$ cat config.mk
export PLATFORM = sky130hd
export DESIGN_NAME = packet_slot_tracker
export DESIGN_NICKNAME = d
export VERILOG_FILES = /design/src/rtl/packet_slot_tracker.sv
export SDC_FILE = /design/constraint.sdc
export NUM_CORES = 1
export LEC_CHECK = 0
export ABC_AREA = 1
export CAP_MARGIN = 0
export CELL_PAD_IN_SITES_DETAIL_PLACEMENT = 1
export CELL_PAD_IN_SITES_GLOBAL_PLACEMENT = 2
export CORE_UTILIZATION = 40
export CTS_BUF_LIST = sky130_fd_sc_hd__clkbuf_4 sky130_fd_sc_hd__clkbuf_8
export DETAILED_ROUTE_END_ITERATION = 6
export GPL_ROUTABILITY_DRIVEN = 0
export PLACE_DENSITY_LB_ADDON = 0.08
export REMOVE_ABC_BUFFERS = 1
export SKIP_LAST_GASP = 1
export SLEW_MARGIN = 5
export SYNTH_ARGS = -nofsm -noshare
export SYNTH_HDL_FRONTEND = slang
export SYNTH_SLANG_ARGS = --single-unit
$ cat constraint.sdc
create_clock -name nocclk -period 3.6 [get_ports nocclk]
set_input_delay 0.36 -clock nocclk [delete_from_list [all_inputs] [get_ports nocclk]]
set_output_delay 0.36 -clock nocclk [all_outputs]
set_load 0.01 [all_outputs]
$ cat src/rtl/packet_slot_tracker.sv
// Tracks outbound packet slots from acceptance through transmission to ACK/NACK.
// Keeps per-slot payloads and a FIFO of slot indices awaiting (re)transmission.
module packet_slot_tracker #(
  parameter int unsigned NUM_ENTRIES = 8,
  parameter int unsigned DATA_WIDTH  = 64
) (
  input  logic                          nocclk,
  input  logic                          rst_n,
  input  logic                          in_valid,
  output logic                          in_ready,
  input  logic [DATA_WIDTH-1:0]         in_data,
  input  logic                          free_index_valid,
  input  logic [$clog2(NUM_ENTRIES)-1:0] free_index,
  output logic                          free_index_ready,
  output logic                          out_valid,
  input  logic                          out_ready,
  output logic [DATA_WIDTH-1:0]         out_data,
  output logic [$clog2(NUM_ENTRIES)-1:0] out_index,
  input  logic                          ack_valid,
  input  logic [$clog2(NUM_ENTRIES)-1:0] ack_index,
  input  logic                          nack_valid,
  input  logic [$clog2(NUM_ENTRIES)-1:0] nack_index,
  output logic                          return_index_valid,
  output logic [$clog2(NUM_ENTRIES)-1:0] return_index,
  output logic [$clog2(NUM_ENTRIES):0]  outstanding_count,
  output logic                          protocol_error
);

  localparam int unsigned IDX_W = $clog2(NUM_ENTRIES);
  localparam int unsigned CNT_W = IDX_W + 1;

  typedef enum logic [1:0] {
    SLOT_EMPTY    = 2'd0,
    SLOT_PENDING  = 2'd1,
    SLOT_WAIT_ACK = 2'd2
  } slot_state_t;

  slot_state_t           slot_state [NUM_ENTRIES];
  logic [DATA_WIDTH-1:0] payload    [NUM_ENTRIES];
  logic [IDX_W-1:0]      queue_mem  [NUM_ENTRIES];
  logic [IDX_W-1:0]      head;
  logic [IDX_W-1:0]      tail;
  logic [CNT_W-1:0]      q_count;

  logic             same_idx;
  logic             ack_ok;
  logic             ack_err;
  logic             nack_accept;
  logic             nack_err;
  logic             accept;
  logic             accept_err;
  logic             send;
  logic             push;
  logic [IDX_W-1:0] push_idx;

  // Event decode; a NACK owns the single enqueue port so it blocks new input.
  always_comb begin
    same_idx    = 1'b0;
    ack_ok      = 1'b0;
    ack_err     = 1'b0;
    nack_accept = 1'b0;
    nack_err    = 1'b0;
    accept      = 1'b0;
    accept_err  = 1'b0;
    send        = 1'b0;
    push        = 1'b0;
    push_idx    = free_index;

    same_idx    = ack_valid && (ack_index == nack_index);
    ack_ok      = ack_valid && (slot_state[ack_index] == SLOT_WAIT_ACK);
    ack_err     = ack_valid && !ack_ok;
    nack_accept = nack_valid && !same_idx && (slot_state[nack_index] == SLOT_WAIT_ACK);
    nack_err    = nack_valid && !same_idx && (slot_state[nack_index] != SLOT_WAIT_ACK);
    accept      = in_valid && free_index_valid && !nack_accept;
    accept_err  = accept && (slot_state[free_index] != SLOT_EMPTY);
    send        = (q_count != '0) && out_ready;
    push        = accept || nack_accept;
    if (nack_accept) begin
      push_idx = nack_index;
    end
  end

  assign in_ready         = free_index_valid && !nack_accept;
  assign free_index_ready = accept;
  assign out_valid        = (q_count != '0);
  assign out_index        = queue_mem[head];
  assign out_data         = payload[queue_mem[head]];

  // Slot lifecycle, send-queue pointers and status registers.
  always_ff @(posedge nocclk or negedge rst_n) begin
    if (!rst_n) begin
      for (int unsigned i = 0; i < NUM_ENTRIES; i++) begin
        slot_state[i] <= SLOT_EMPTY;
      end
      head               <= '0;
      tail               <= '0;
      q_count            <= '0;
      return_index_valid <= 1'b0;
      return_index       <= '0;
      outstanding_count  <= '0;
      protocol_error     <= 1'b0;
    end else begin
      if (send) begin
        slot_state[queue_mem[head]] <= SLOT_WAIT_ACK;
        head <= head + IDX_W'(1);
      end
      if (ack_ok) begin
        slot_state[ack_index] <= SLOT_EMPTY;
      end
      if (nack_accept) begin
        slot_state[nack_index] <= SLOT_PENDING;
      end
      if (accept) begin
        slot_state[free_index] <= SLOT_PENDING;
      end
      if (push) begin
        tail <= tail + IDX_W'(1);
      end

      case ({push, send})
        2'b10:   q_count <= q_count + CNT_W'(1);
        2'b01:   q_count <= q_count - CNT_W'(1);
        default: q_count <= q_count;
      endcase

      case ({accept, ack_ok})
        2'b10:   outstanding_count <= outstanding_count + CNT_W'(1);
        2'b01:   outstanding_count <= outstanding_count - CNT_W'(1);
        default: outstanding_count <= outstanding_count;
      endcase

      return_index_valid <= ack_ok;
      if (ack_ok) begin
        return_index <= ack_index;
      end
      protocol_error <= protocol_error | ack_err | nack_err | accept_err;
    end
  end

  // Payload and queue storage need no reset; contents are only read when valid.
  always_ff @(posedge nocclk) begin
    if (accept) begin
      payload[free_index] <= in_data;
    end
    if (push) begin
      queue_mem[tail] <= push_idx;
    end
  end

endmodule

After elaboration in Yosys (flattened, before gate mapping)
Memories as Yosys holds them, arrays and structs flattened. Cells that the tools add are included.

Equality and inequality tests: 8. Reductions and logical operators: 23. Order comparisons: 8. Add/sub/neg operators: 6. Bitwise operators: 18. Muxes and demuxes: 28.

Operators with widths (count): 16-bit 2-to-1 mux (4); 8-bit AND (3); 2-bit demux with 3-bit select (4); 8-bit NOT (3); 8-bit OR (3); 2-bit 2-to-1 mux (10); 2-bit binary-select mux with 3-bit select (3); 16-bit AND (1); 4-bit >= comparator (second input constant) (4); 4-bit by 1-bit less-than comparator with 1-bit output (second input constant) (4); 16-bit NOT (1); 3-bit NOT with 4-bit output (4); 4-bit one-hot mux with 2 select lines (2); 1-bit logical AND (15); 4-bit by 1-bit adder with 4-bit output (second input constant) (2); 2-bit == test (second input constant) (4); 4-bit by 1-bit subtractor with 4-bit output (second input constant) (2); 3-bit by 1-bit adder with 3-bit output (second input constant) (2); 2-bit nonzero test (3); 2-bit by 1-bit == test with 1-bit output (second input constant) (2); 1-bit 2-to-1 mux (4); 4-bit nonzero test (1); 3-bit == test (1); 1-bit zero test (3); other kinds (4) (6).

Memories kept: 2. Input port bits: 80. RAM bits: 536. Register bits after elaboration: 35.

Memory list: payload (words 8, bits a word 64, read ports 1, clocked after memory_dff 0, write ports 1, line 39) `logic [DATA_WIDTH-1:0] payload [NUM_ENTRIES];`; queue_mem (words 8, bits a word 3, read ports 1, clocked after memory_dff 0, write ports 1, line 40) `logic [IDX_W-1:0] queue_mem [NUM_ENTRIES];`.

Longest topological paths before layout
An unclocked memory read counts as a cell.

Word-level depth: 15. Mapped depth: 21. Mapped depth without buffers: 19.

Worst setup path after synthesis
Ideal clock, no wire load.

Path kind: input to register. Start point: input nack_index[0]. End point: memory payload[0][0], enable pin. Slack: 576 ps. Data arrival time: 2606 ps. Stages on the path: 11. Cells stage by stage: buf_4 > inv_2 > buf_4 > nor3_1 > nand2_1 > nand2_1 > nor2_2 > nand3_4 > buf_6 > nand3_2 > inv_1.

Cells in the longest elaborated chain, start to end: 10. Elaborated cells on any way between the ends: 14.

Ends and longest elaborated chain: start, declared (line 22) `input logic [$clog2(NUM_ENTRIES)-1:0] nack_index,`; 3-bit NOT with 4-bit output (not written as such) (line 72) `nack_accept = nack_valid && !same_idx && (slot_state[nack_index] == SLOT_WAIT_ACK);`; 2-bit binary-select mux with 3-bit select (line 72); 2-bit 2-to-1 mux (not written as such) (2 in series) (line 72); 2-bit == test (line 72); 1-bit logical AND (*) (line 72); 1-bit zero test (*) (line 74) `accept = in_valid && free_index_valid && !nack_accept;`; 1-bit logical AND (*) (line 74); 1-bit 2-to-1 mux (*) (line 142) `if (accept) begin`; 1-bit 2-to-1 mux (not written as such) (*) (line 143) `payload[free_index] <= in_data;`; end, declared (line 39).

Every way passes the cells marked *; elsewhere a longest branch is shown, timed or not. The select of a mux whose other input is x is not followed.

Worst setup path after layout
Start point: register head[2]. End point: output out_data[40].

Cells in the longest elaborated chain, start to end: 2.

Ends and longest elaborated chain: start, declared (line 41) `logic [IDX_W-1:0] head;`; start signal, assigned (line 105) `head <= head + IDX_W'(1);`; memory 8 x 3 bit; memory 8 x 64 bit; end, declared (line 17) `output logic [DATA_WIDTH-1:0] out_data,`.

Every way passes these cells.

==> results.ini <==
[cts]
cts.path.max_buffers = 3
cts-root-buf = clkbuf_8
htreeDepth = 3
insertion_delay_ns = 0.69
clock-sinks = 571
cts_buffers = 101
cts_tree = built
clkTransAtPathRegs_ns = 0.06

[drt]
drt_wl_total_um = 71900
ant_nets = 0
avgViaCountPerCell = 4.82
post-route-drc-count = 0
wl_per_cell_um = 19.6
dr.pass1.iters = 5
via_count = 17700
drtIter0Drc = 908

[grt]
grt_use_met3 = 0.0472
grt_util_met2 = 0.377
grt_max_degree = 47
overflow = 0
grt_usage = 0.224
grt_pass1_wl_um = 107000
antenna_found_initial = 9
grt_util_met1 = 0.286
grt_pass1_vias = 18300
busiest_layer = met2

[floorplanning]
io_pins = 159
core_um2 = 61900
start_util = 0.406
die_w_um = 253
rows = 91
die_y_um = 253
die-area_um2 = 63900

[logic_synthesis]
yosys_warnings = 0
ys_seq_area_frac = 0.675
synth_edf_count = 536
ys.flop_type = edfxtp_1
synthArstFlopShare = 0.0613
ys_types = 29
avgSynthCellArea_um2 = 10.1
ys_ff_latch = 571
synth_area_um2 = 25200
syn_inst = 2482

[setup_path]
worstPathArrival_ns = 3.18
worstSetupStartpointType = flop
timing_worst_setup_path_type = reg2out
cp-end-kind = primary output
worstPathMaxFanout = 16
worstPathRequired_ns = 3.24

[power]
seqPwrFrac = 0.273
p_comb_frac = 0.517
vdd_drop_max_uv = 647
power.switching_w = 0.0116
power.internal_w = 0.0171
power_density_nw_per_um2 = 929
p_sw_frac = 0.405
leakage_nw = 13.6
power.total_w = 0.0287
clockPowerShare = 0.210

[timing]
rsz0062_at_grt = yes
post-route-min-period_ns = 3.54
skew_ns = 0.0248
drv_slew = 0
fmax_ghz = 0.283
setup_viol = 0
hold_viol = 0
post-route-period-util = 0.983
maxSlewHeadroom = 0.394
worst_pin_slew_ns = 0.909

[layout]
multi_input_area_um2 = 5520
final_common_cell = nand2_1
final_cell_mix = nand2_1, inv_1, edfxtp_1
area_delta_synth_final_pct = 22.6
fin_util = 0.498
drive_above_1_share = 0.106
stdcell_area_um2 = 30800
fillerInstances = 6809
final_nets = 2828
regArea_um2 = 17000

[status]
status = finished, final reports clean

[hold_path]
hp-class = in2async

[place]
place_hpwl_um = 41100
placed_area_um2 = 28000
port_buffers = 158

[flow_run]
cap_violations = 0

flip-flops by register name, indices dropped and copies added (netlist names):
| register | cells |
|---|---|
| head | 3 |
| slot_state | 16 |
| outstanding_count | 4 |
| payload | 512 |
| return_index_valid | 1 |
| protocol_error | 1 |
| tail | 3 |
| q_count | 4 |
| queue_mem | 24 |
| return_index | 3 |
final timing paths:
| kind | startpoint | to | slack, ns | cells after the start |
|---|---|---|---|---|
| setup / recovery | head[2] | out_data[40] | 0.06 | 9 |
| hold / removal | rst_n | protocol_error | 0.34 | 2 |
| setup reg to reg | slot_state[10] | q_count[3] | 1.08 | 14 |
| hold reg to reg | q_count[3] | q_count[3] | 0.47 | 1 |
| max in group asynchronous | rst_n | head[0] | 2.62 | 2 |
| min in group nocclk | out_ready | head[0] | 0.37 | 3 |
routing by layer:
layer  vias to the layer above  wire (µm)
li1                       8445          -
met1                      8759      32200
met2                       315      34700
met3                       132       3220
met4                        10       1680
met5                         -         61
power groups by stage:
| stage | clock network [W] | registers [W] | logic (W) |
|---|---|---|---|
| 4_1_cts | 0.00618 | 0.00784 | 0.0146 |
| 3_3_place_gp | 0 | 0.00797 | 0.0132 |
| 5_1_grt | 0.00642 | 0.00788 | 0.0161 |
| 3_5_place_dp | 0 | 0.00796 | 0.0133 |
| 2_1_floorplan | 0 | 0.00791 | 0.00558 |
| 6_report | 0.00601 | 0.00784 | 0.0148 |
synthesized netlist by cell type, types with 3 or more instances:
cell type | number | area (µm²)
nand2_2 | 3 | 18.8
inv_2 | 6 | 22.5
nand2_1 | 708 | 2660
a21oi_1 | 7 | 35.0
nand4_1 | 76 | 475
inv_1 | 592 | 2220
o21ai_0 | 11 | 55.1
o21a_1 | 3 | 22.5
nor2_1 | 49 | 184
dfrtp_1 | 35 | 876
nor2_2 | 7 | 43.8
ha_1 | 8 | 100
buf_2 | 56 | 280
nand3_1 | 327 | 1640
buf_4 | 31 | 233
clkbuf_1 | 7 | 26.3
edfxtp_1 | 536 | 16100
xnor2_1 | 7 | 61.3
repair_timing:
| action | CTS | global route |
|---|---|---|
| cloned | 9 | 4 |
| setup endpoints to repair | 64 | 56 |
| hold endpoints to repair | 35 | 0 |
| hold buffers | 1 | 0 |
| resized for setup | 31 | 39 |
| pin swaps | 5 | 4 |
| setup buffers | 17 | 9 |
through the flow:
| step | hold WS [ns] | setup TNS, ns | instances | worst slack, ns |
|---|---|---|---|---|
| floorplan | 0.0644 | -127.79 | 2386 | -1.97 |
| CTS | 0.308 | -0.0329 | 3646 | -0.0155 |
| global placement | 0.468 | 0 | 3434 | 0.347 |
| global route | 0.358 | -1.21 | 3661 | -0.110 |
| finish | 0.344 | 0 | 3661 | 0.0618 |
| detailed placement | 0.464 | 0 | 3434 | 0.286 |
area by class of cell:
type | instances | share of cell area
antenna | 2 | 0.000162
clock buffer | 144 | 0.0561
clock inverter | 41 | 0.00929
inverter | 599 | 0.0735
multi-input combinational | 1220 | 0.179
sequential | 571 | 0.550
tap | 837 | 0.0340
timing repair buffer | 247 | 0.0978
critical path: stages, from the launching register on:
cell and delay, ns:
dfrtp_1 0.59, inv_2 0.20, nand3_1 0.14, nand2_2 0.13, nor2_4 0.18, buf_12 0.15, bufbuf_16 0.31, nand3_1 0.10
nand4_1 0.10, clkdlybuf4s50_1 0.55
logic make-up (layout without fill, tap and decap cells):
kind of cell | after synthesis | after routing | share of synthesized area
and+or+nand+nor | 1175 | 1179 | 0.201
buffers and inverters | 695 | 1031 | 0.112
DFF | 571 | 571 | 0.675
AOI/OAI and AO/OA | 23 | 23 | 0.00502
xor gates and xnor gates | 9 | 9 | 0.00313
adders and majority gates | 8 | 8 | 0.00398
muxes | 1 | 1 | 0.000448
other | 0 | 2 | 0
(Power assumes the default switching activity.)
